File: src/rtl/writeback_stage_pkg.sv
// Shared pipeline definitions for the writeback stage: datapath widths,
// register-file geometry and the load-hold state encoding.
package writeback_stage_pkg;

  localparam int PIPE_DATA_W     = 16;
  localparam int PIPE_REG_ADDR_W = 3;
  localparam int NUM_REGS        = 8;
  localparam int RETIRE_W        = 16;

  typedef enum logic {
    RUN  = 1'b0,
    HELD = 1'b1
  } wb_state_e;

endpackage

File: src/rtl/register_file_8x16.sv
// Architectural register file: async-reset array, one write port, two
// combinational read ports that see the value being written this cycle.
module register_file_8x16 #(
  parameter int DATA_W   = 16,
  parameter int ADDR_W   = 3,
  parameter int NUM_REGS = 8
) (
  input  logic              clk,
  input  logic              reset,
  input  logic              i_we,
  input  logic [ADDR_W-1:0] i_waddr,
  input  logic [DATA_W-1:0] i_wdata,
  input  logic [ADDR_W-1:0] i_raddr1,
  input  logic [ADDR_W-1:0] i_raddr2,
  output logic [DATA_W-1:0] o_rdata1,
  output logic [DATA_W-1:0] o_rdata2
);

  logic [DATA_W-1:0] r_regs [NUM_REGS];
  logic [DATA_W-1:0] w_rdata1;
  logic [DATA_W-1:0] w_rdata2;

  // r0 is hard-wired: the write port never touches entry 0.
  always_ff @(posedge clk or posedge reset) begin
    if (reset) begin
      for (int i = 0; i < NUM_REGS; i++) begin
        r_regs[i] <= '0;
      end
    end else if (i_we && (i_waddr != '0)) begin
      r_regs[i_waddr] <= i_wdata;
    end
  end

  always_comb begin
    w_rdata1 = r_regs[i_raddr1];
    if (i_raddr1 == '0) begin
      w_rdata1 = '0;
    end else if (i_we && (i_raddr1 == i_waddr)) begin
      w_rdata1 = i_wdata;
    end
  end

  always_comb begin
    w_rdata2 = r_regs[i_raddr2];
    if (i_raddr2 == '0) begin
      w_rdata2 = '0;
    end else if (i_we && (i_raddr2 == i_waddr)) begin
      w_rdata2 = i_wdata;
    end
  end

  assign o_rdata1 = w_rdata1;
  assign o_rdata2 = w_rdata2;

endmodule

File: src/rtl/writeback_stage.sv
// Final pipeline stage: MEM/WB register, ALU/memory select, load-hold FSM
// across stalls, register-file commit with forwarding tap, retire counter.
module writeback_stage
  import writeback_stage_pkg::*;
#(
  parameter int DATA_W     = PIPE_DATA_W,
  parameter int REG_ADDR_W = PIPE_REG_ADDR_W
) (
  input  logic                  clk,
  input  logic                  reset,
  input  logic                  stall,
  input  logic                  flush,
  input  logic                  IValid,
  input  logic                  IRegWrite,
  input  logic                  IRegStore,
  input  logic [DATA_W-1:0]     IALUResult,
  input  logic [DATA_W-1:0]     IMemData,
  input  logic [REG_ADDR_W-1:0] IRd,
  input  logic [REG_ADDR_W-1:0] rs1,
  input  logic [REG_ADDR_W-1:0] rs2,
  output logic [DATA_W-1:0]     rs1_data,
  output logic [DATA_W-1:0]     rs2_data,
  output logic                  fwd_we,
  output logic [REG_ADDR_W-1:0] fwd_rd,
  output logic [DATA_W-1:0]     fwd_data,
  output logic [RETIRE_W-1:0]   retire_count,
  output wb_state_e             o_dbg_state
);

  localparam logic [RETIRE_W-1:0] RETIRE_ONE = RETIRE_W'(1);

  logic                  r_valid;
  logic                  r_regwrite;
  logic                  r_regstore;
  logic [DATA_W-1:0]     r_alu;
  logic [REG_ADDR_W-1:0] r_rd;
  logic [DATA_W-1:0]     r_hold;
  wb_state_e             r_state;
  logic [RETIRE_W-1:0]   r_retire;

  logic [DATA_W-1:0]     w_mem_sel;
  logic [DATA_W-1:0]     w_wb_data;
  logic                  w_commit;

  // A flushed slot becomes a full bubble; stall alone freezes the slot.
  always_ff @(posedge clk or posedge reset) begin
    if (reset) begin
      r_valid    <= 1'b0;
      r_regwrite <= 1'b0;
      r_regstore <= 1'b0;
      r_alu      <= '0;
      r_rd       <= '0;
    end else if (flush) begin
      r_valid    <= 1'b0;
      r_regwrite <= 1'b0;
      r_regstore <= 1'b0;
      r_alu      <= '0;
      r_rd       <= '0;
    end else if (!stall) begin
      r_valid    <= IValid;
      r_regwrite <= IRegWrite;
      r_regstore <= IRegStore;
      r_alu      <= IALUResult;
      r_rd       <= IRd;
    end
  end

  // The memory read data is only valid in the first WB cycle, so it is
  // captured on entry to a stall and used until the release cycle commits.
  always_ff @(posedge clk or posedge reset) begin
    if (reset) begin
      r_state <= RUN;
      r_hold  <= '0;
    end else begin
      case (r_state)
        RUN: begin
          if (stall && !flush) begin
            r_hold  <= IMemData;
            r_state <= HELD;
          end
        end
        HELD: begin
          if (flush || !stall) begin
            r_state <= RUN;
          end
        end
        default: r_state <= RUN;
      endcase
    end
  end

  always_ff @(posedge clk or posedge reset) begin
    if (reset) begin
      r_retire <= '0;
    end else if (r_valid && !stall) begin
      r_retire <= r_retire + RETIRE_ONE;
    end
  end

  assign w_mem_sel = (r_state == HELD) ? r_hold : IMemData;
  assign w_wb_data = r_regstore ? w_mem_sel : r_alu;
  assign w_commit  = r_valid && r_regwrite && (r_rd != '0) && !stall;

  register_file_8x16 #(
    .DATA_W   (DATA_W),
    .ADDR_W   (REG_ADDR_W),
    .NUM_REGS (NUM_REGS)
  ) u_regfile (
    .clk      (clk),
    .reset    (reset),
    .i_we     (w_commit),
    .i_waddr  (r_rd),
    .i_wdata  (w_wb_data),
    .i_raddr1 (rs1),
    .i_raddr2 (rs2),
    .o_rdata1 (rs1_data),
    .o_rdata2 (rs2_data)
  );

  assign fwd_we       = w_commit;
  assign fwd_rd       = r_rd;
  assign fwd_data     = w_wb_data;
  assign retire_count = r_retire;
  assign o_dbg_state  = r_state;

endmodule

File: config.mk
export PLATFORM = sky130hd
export DESIGN_NAME = writeback_stage
export DESIGN_NICKNAME = d
export VERILOG_FILES = /design/src/rtl/writeback_stage_pkg.sv /design/src/rtl/register_file_8x16.sv /design/src/rtl/writeback_stage.sv
export SDC_FILE = /design/constraint.sdc
export NUM_CORES = 1
export LEC_CHECK = 0
export CORE_MARGIN = 2
export CORE_UTILIZATION = 35
export DETAILED_ROUTE_END_ITERATION = 12
export DONT_BUFFER_PORTS = 1
export GPL_ROUTABILITY_DRIVEN = 0
export PLACE_DENSITY_LB_ADDON = 0.05
export SYNTH_ARGS = -nofsm -noshare
export SYNTH_HDL_FRONTEND = slang
export SYNTH_HIERARCHICAL = 1
export SYNTH_SLANG_ARGS = --single-unit
export TNS_END_PERCENT = 50
File: constraint.sdc
create_clock -name clk -period 12.5 [get_ports clk]
set_input_delay 3.125 -clock clk [delete_from_list [all_inputs] [get_ports clk]]
set_output_delay 3.125 -clock clk [all_outputs]
set_load 0.005 [all_outputs]
==> reports/qor.log <==
[outcome] outcome complete, no violations
[logic_synthesis] distinct cell type count of the synthesized netlist 39
[worst_setup_path] worst reg2reg path endpoint u_regfile/r_regs[76]
[drt] # DRC 0
[final_layout] fraction of final layout cells with drive strength greater than 1 0.320
[sta] fraction of the cycle the final worst path needs 0.718
[worst_setup_path] CP Max Fanout 26
[global_routing] number of antenna violations at the first check in global routing 0
[logic_synthesis] area of the mapped netlist 0.00974 mm^2
[place] number of buffers inserted by port buffering 0
[logic_synthesis] top cell type by total area after synthesis dfrtp_1
[clocking] CTS clk-pin slew, worst paths 70 ps
[global_routing] most crowded layer after global routing met2
[clocking] CTS tree built
[power] power per standard cell area 125 mW/mm^2
[logic_synthesis] cell types occupying the most area after synthesis dfrtp_1 47%, mux2_2 14%, mux2i_1 10%
[worst_setup_path] Register-to-Register Path Depth 5
[sta] Fin Setup TNS 0 ps
[clocking] Resized Gates After CTS 0
[logic_synthesis] Syn Inst Count 769
[global_routing] met2 demand-to-capacity share in global routing 0.352
[clocking] CTS H-tree lvls 4
[worst_setup_path] biggest cell delay along the critical path 1170 ps
[logic_synthesis] Post-Syn Area per Cell 12.7 um^2
[sta] upper clock frequency limit 111 MHz
[place] total instance count after detailed placement 1098
[die] # rows 61
[logic_synthesis] Post-Syn Nets 818
[die] Die Footprint 0.0292 mm^2
[worst_setup_path] cell at the slowest stage of the critical path nor4b_4
[clocking] buffers from clock root to sink, at most 2
[sta] skew final 13.2 ps
[drt] number of DRC violations after detailed-routing iteration 0 319
[drt] Vias 6227
[place] sum of net half-perimeters after detailed placement 18200 um
[drt] detail-routed via count per cell 5.52
[global_routing] overflow left after global routing 0
[logic_synthesis] top cell type's share of synthesized area 0.470
[worst_setup_path] Critical Path Source stall
[clocking] number of buffers inserted for hold repair after clock tree synthesis 0
[clocking] clk root buf clkbuf_16
[final_layout] area overhead of the layout relative to synthesis 9.80%
[worst_setup_path] Critical Path End rs2_data[1]
[sta] final hold violations 0
[worst_setup_path] required time of the critical path 9380 ps
[sta] count of final setup violators 0
[min_path] critical hold path startpoint u_regfile/r_regs[114]
[sta] actual slew at the worst max-slew pin 1340 ps
[global_routing] largest net degree at the start of global routing 69
[sta] relative slew slack 0.100
[clocking] clock latency on the worst-skew pair 430 ps
[sta] Min Clock Period, post-route 8980 ps
[global_routing] first-pass GRT wire length 43500 um
[worst_setup_path] Setup crit start kind input port
[global_routing] global-route usage over all layers 0.204
[final_layout] number of standard cells in the layout, taps in and fillers out 1129
[drt] total wire length 28800 um
[final_layout] NumNets Final 788
[drt] per-cell routed wire length 25.5 um
[die] Initial Util 0.353
[logic_synthesis] number of synthesized flops with an enable pin 0
[die] height of the chip 171 um
[logic_synthesis] Primary FF master, synth dfrtp_1
[power] Static Leak 4.94 nW
[logic_synthesis] total number of yosys warnings 6
[global_routing] met1 Track Usage GR 0.260
[final_layout] share of the core filled with cells in the final layout 0.388
[die] top-level port count 117
[final_layout] Diodes inserted 0
[power] IR drop worst, VDD 0.0000792 V
[die] die extent in x 171 um
[logic_synthesis] sequential element share of the synthesized area 0.470
[logic_synthesis] ys async rst share 1.00
[sta] setup repair after global routing missed its margin false
[min_path] class of the tightest hold or removal check reg -> reg
[worst_setup_path] class of the most critical setup path in -> out
[worst_setup_path] cell chain of the critical path nor2b_1 -> o311a_1 -> nor4b_4 -> a211oi_1 -> nor3_1
[drt] post-route antenna net violation count 0
[logic_synthesis] FF+latch count, synth 183
[worst_setup_path] WP data arrival 5850 ps
[die] area of the core 0.0276 mm^2
[job] reported max-cap violation count 0
[sta] Final Slew Violations 0
[clocking] number of clock sinks 183
[worst_setup_path] Reg-to-Reg Start r_valid
[clocking] setup fix buffers added after clock tree synthesis 0
[worst_setup_path] endpoint type of the worst setup path output pin
[clocking] Inserted Clock Buffers 17
[drt] first-pass iteration count of the detailed router 4
[global_routing] via count of the first global-routing pass 6741
[worst_setup_path] r2r setup slk 9680 ps
[global_routing] M3 GR Usage 0.0460
synth_stat cells, types with 3 or more instances:
library cell,instances
o22ai_1,31
nor2_1,72
mux2_4,10
xor2_1,9
buf_6,5
nand4_1,6
xnor2_1,12
mux2i_1,100
mux2_2,119
mux4_2,34
a21oi_1,17
clkbuf_1,33
a211oi_1,30
inv_1,3
nand4b_1,3
nand3_1,4
buf_4,4
nor3_1,31
nand2_1,4
dfrtp_1,183
buf_2,34
critical path: cells and delay by family:
kind / cells / cell delay [ps]
AND/OR/NAND/NOR: 3 / 2030
AO/OA/AOI/OAI: 2 / 690
final cells by class:
class | count | area (um^2)
sequential | 183 | 4580
tap | 378 | 473
clock buffer | 17 | 425
inverter | 3 | 13.8
timing repair buffer | 27 | 203
fill | 2646 | 16900
multi-input combinational | 507 | 4800
clock inverter | 14 | 196
kinds of logic after synthesis:
group / count (synthesis) / synth area share
XOR/XNOR: 21 / 0.0189
AO/OA/AOI/OAI: 80 / 0.0541
buffers and inverters: 79 / 0.0402
multiplexers: 263 / 0.334
adder cells (fa/ha/maj): 1 / 0.00128
flip-flops: 183 / 0.470
AND/OR/NAND/NOR: 142 / 0.0807
sequential cells by signal (all words and copies together) (netlist names):
signal	count
r_hold	16
r_alu	16
retire_count	16
r_regstore	1
r_valid	1
r_regwrite	1
o_dbg_state	1
fwd_rd	3
u_regfile/r_regs	128
worst min path at each step:
stage | slack (ps) | to | cells after the start
after floorplan | 450 | u_regfile/r_regs[112] | 1
after global placement | 380 | u_regfile/r_regs[123] | 0
after detailed placement | 390 | u_regfile/r_regs[112] | 0
after CTS | 400 | u_regfile/r_regs[114] | 0
after global routing | 410 | u_regfile/r_regs[123] | 0
final | 400 | u_regfile/r_regs[114] | 0
power breakdown:
part           internal [mW]  total, mW  switching (mW)
sequential             0.614      0.639          0.0252
clock                  0.337      0.584           0.248
combinational         0.0506      0.113          0.0628
cells in the final DEF (no fill, tap or decap), types with 3 or more instances in the layout:
master,instances
mux2_2,119
mux4_2,34
nor2_1,72
nand4b_1,3
a211oi_1,30
nand2_1,4
buf_4,27
clkinv_4,3
xnor2_1,12
inv_6,4
dfrtp_1,183
nor3_1,30
a21oi_1,17
xor2_1,9
nand3_1,4
mux2_4,10
mux2i_1,100
bufinv_16,4
clkbuf_16,17
nand4_1,6
nor3_2,3
clkinv_2,3
o22ai_1,31
per-stage QoR:
stage          area [um^2]  setup WS, ps  hold slack (ps)  power [mW]
2_1_floorplan         9740          4610              445       0.739
3_3_place_gp         10100          3710              384       0.764
3_5_place_dp         10100          3600              388       0.767
4_1_cts              10700          3600              404        1.36
5_1_grt              10700          3490              415        1.40
6_report             10700          3520              400        1.34
metal layers:
metal / vias up / part of all wire
li1: 2776 / -
met1: 3282 / 0.42
met2: 142 / 0.51
met3: 27 / 0.048
met4: 0 / 0.013
met5: - / 0
No activity file was read; power rests on OpenSTA's default activity.
==> patch (same flow settings) <==
Set the package constant `PIPE_DATA_W` to 24 (it was 16).
--- a/src/rtl/writeback_stage_pkg.sv
+++ b/src/rtl/writeback_stage_pkg.sv
@@ -2,7 +2,7 @@
 // register-file geometry and the load-hold state encoding.
 package writeback_stage_pkg;
 
-  localparam int PIPE_DATA_W     = 16;
+  localparam int PIPE_DATA_W     = 24;
   localparam int PIPE_REG_ADDR_W = 3;
   localparam int NUM_REGS        = 8;
   localparam int RETIRE_W        = 16;
Interface: changed (5 resized); port bits go from 117 to 157. No check against the original RTL was run, so the function may have changed too.
==> patch against the original RTL <==
Worst hold slack got worse by 0.0087 ns; count of clock-buffer cells in the layout up 26; total power increased by 50%; routed wire length increased by 42%; synthesized area grew 44%; combinational power rose by 30%; worst setup slack improved by 0.18 ns; synthesized cell count rose by 24%; design area grew 44%; utilization about the same; sequential cell count up 80.
==> patch: results (changes against the original RTL) <==
Synthesis Warnings=6 (unchanged); initial antenna violation count=0 (unchanged); Net Sw Frac=23.7% (-1.4 points); 1st-iter DRT viols=399 (+25%); vias in the first global route=9237 (+37%); fillcell total=3683 (+39%); Clock Pin Slew Worst Setup and Hold Paths=0.06 ns; clk root buf=clkbuf_16; Critical Path Source=stall; worst r2r src=fwd_rd[1]$_DFFE_PP0P_; Pwr per Cell Area=130 nW/um^2 (+4.0%); Top Registers=u_regfile/r_regs (192), r_alu (24), r_hold (24); CP arrival=5.68 ns (-0.17 ns); worst slew pin tran=1.14 ns (-0.208 ns); total track usage=19.7% (-0.66 points); met3 usage=4.16% (-0.44 points); WHS Path Cells=0 (unchanged); r2r setup slk=9.51 ns (-0.17 ns); drt first pass iters=5 (+1); Final Skew=0.00826 ns (-0.00490 ns); H-Tree Depth=1 (-3); Synth Area in Adders=0.0890% (-0.040 points); crit path to=rs1_data[22]; Via density=5.73 (+3.9%); first-pass GRT wire length=61200 microns (+41%); top cell type's share of synthesized area=46.8% (-0.22 points); Worst-Skew Late Latency=0.57 ns (+0.14 ns); share of cells above drive strength 1=45.4% (+13 points); Synth Flop Type=dfrtp_1; multiplexer share of the synthesized area=39.4% (+5.9 points); Detail Placement HPWL=24500 microns (+35%); WL per Instance=27.9 microns (+9.7%); Crit Path Max Fanout=34 (+31%); Seq pwr share=45.7% (-2.1 points); Syn Nets=1017 (+24%); clock buffer depth=3 (+1); Port Buf Inserts=0 (unchanged); Synth Area in Compound Gates=4.40% (-1.0 points); Worst IR Drop VDD=0.106 mV (+34%); post-CTS sizing=0 (unchanged); Seq/Total Area, Yosys=46.8% (-0.22 points); Area contributors post-synth=dfrtp_1, mux2_2, mux4_2; met1 usage=24.6% (-1.4 points); worst hold path type=reg -> reg; outcome=complete, no violations; largest net degree at the start of global routing=73 (+5.8%); # diodes=0 (unchanged); post-synth cell types=45 (+15%); top post-synthesis cells by count=dfrtp_1, mux2_2, mux4_2, nor2_1, mux2i_1; leakage power=7.17 nW (+45%); Num CTS Buffers=31 (+14); Post-CTS Setup Bufs=0 (unchanged); RR Endpoint=u_regfile/r_regs[93]$_DFFE_PP0P_; Reg2Reg Depth=5 (unchanged); post-synthesis xor/xnor area fraction=1.30% (-0.59 points); GRT met2 Usage=34.7% (-0.45 points); clock-net power=0.000942 W (+61%); # nets final=976 (+24%)
patch: routing by layer:
| metal | share of wire (%) | vias to the layer above |
|---|---|---|
| met3 | 4.4 | 71 |
| met4 | 2.6 | 0 |
| met5 | 0 | - |
| li1 | - | 3522 |
| met2 | 51 | 197 |
| met1 | 42 | 4563 |
patch: stage by stage:
step	instances	worst slack [ns]	cell area, sq um	util [%]	hold slack, ns
floorplan	952	4.15	14100	-	0.438
global placement	1403	3.83	14400	36.2	0.374
detailed placement	1403	3.70	14400	36.2	0.383
CTS	1457	3.71	15400	38.8	0.397
global route	1457	3.58	15400	38.8	0.405
finish	1457	3.70	15400	38.8	0.391
patch: area by class of cell:
cell class                 count  area, sq um  area share, %
timing repair buffer          26          195           1.26
clock inverter                11          158           1.02
multi-input combinational    585         6920           44.8
inverter                       4         20.0          0.130
tap                          525          657           4.26
sequential                   263         6580           42.7
clock buffer                  43          901           5.84
patch: worst min path at each step:
stage	startpoint	end
5_1_grt	u_regfile/r_regs[179]$_DFFE_PP0P_	u_regfile/r_regs[179]$_DFFE_PP0P_
6_report	u_regfile/r_regs[168]$_DFFE_PP0P_	u_regfile/r_regs[168]$_DFFE_PP0P_
3_3_place_gp	u_regfile/r_regs[182]$_DFFE_PP0P_	u_regfile/r_regs[182]$_DFFE_PP0P_
2_1_floorplan	u_regfile/r_regs[174]$_DFFE_PP0P_	u_regfile/r_regs[174]$_DFFE_PP0P_
3_5_place_dp	u_regfile/r_regs[168]$_DFFE_PP0P_	u_regfile/r_regs[168]$_DFFE_PP0P_
4_1_cts	u_regfile/r_regs[176]$_DFFE_PP0P_	u_regfile/r_regs[176]$_DFFE_PP0P_
patch: worst max-delay path, cell delays in order:
cell	delay, ns
and2b_2	0.25
o311a_1	0.49
nand2_1	0.19
o41ai_4	0.91
buf_4	0.44
a22o_1	0.24
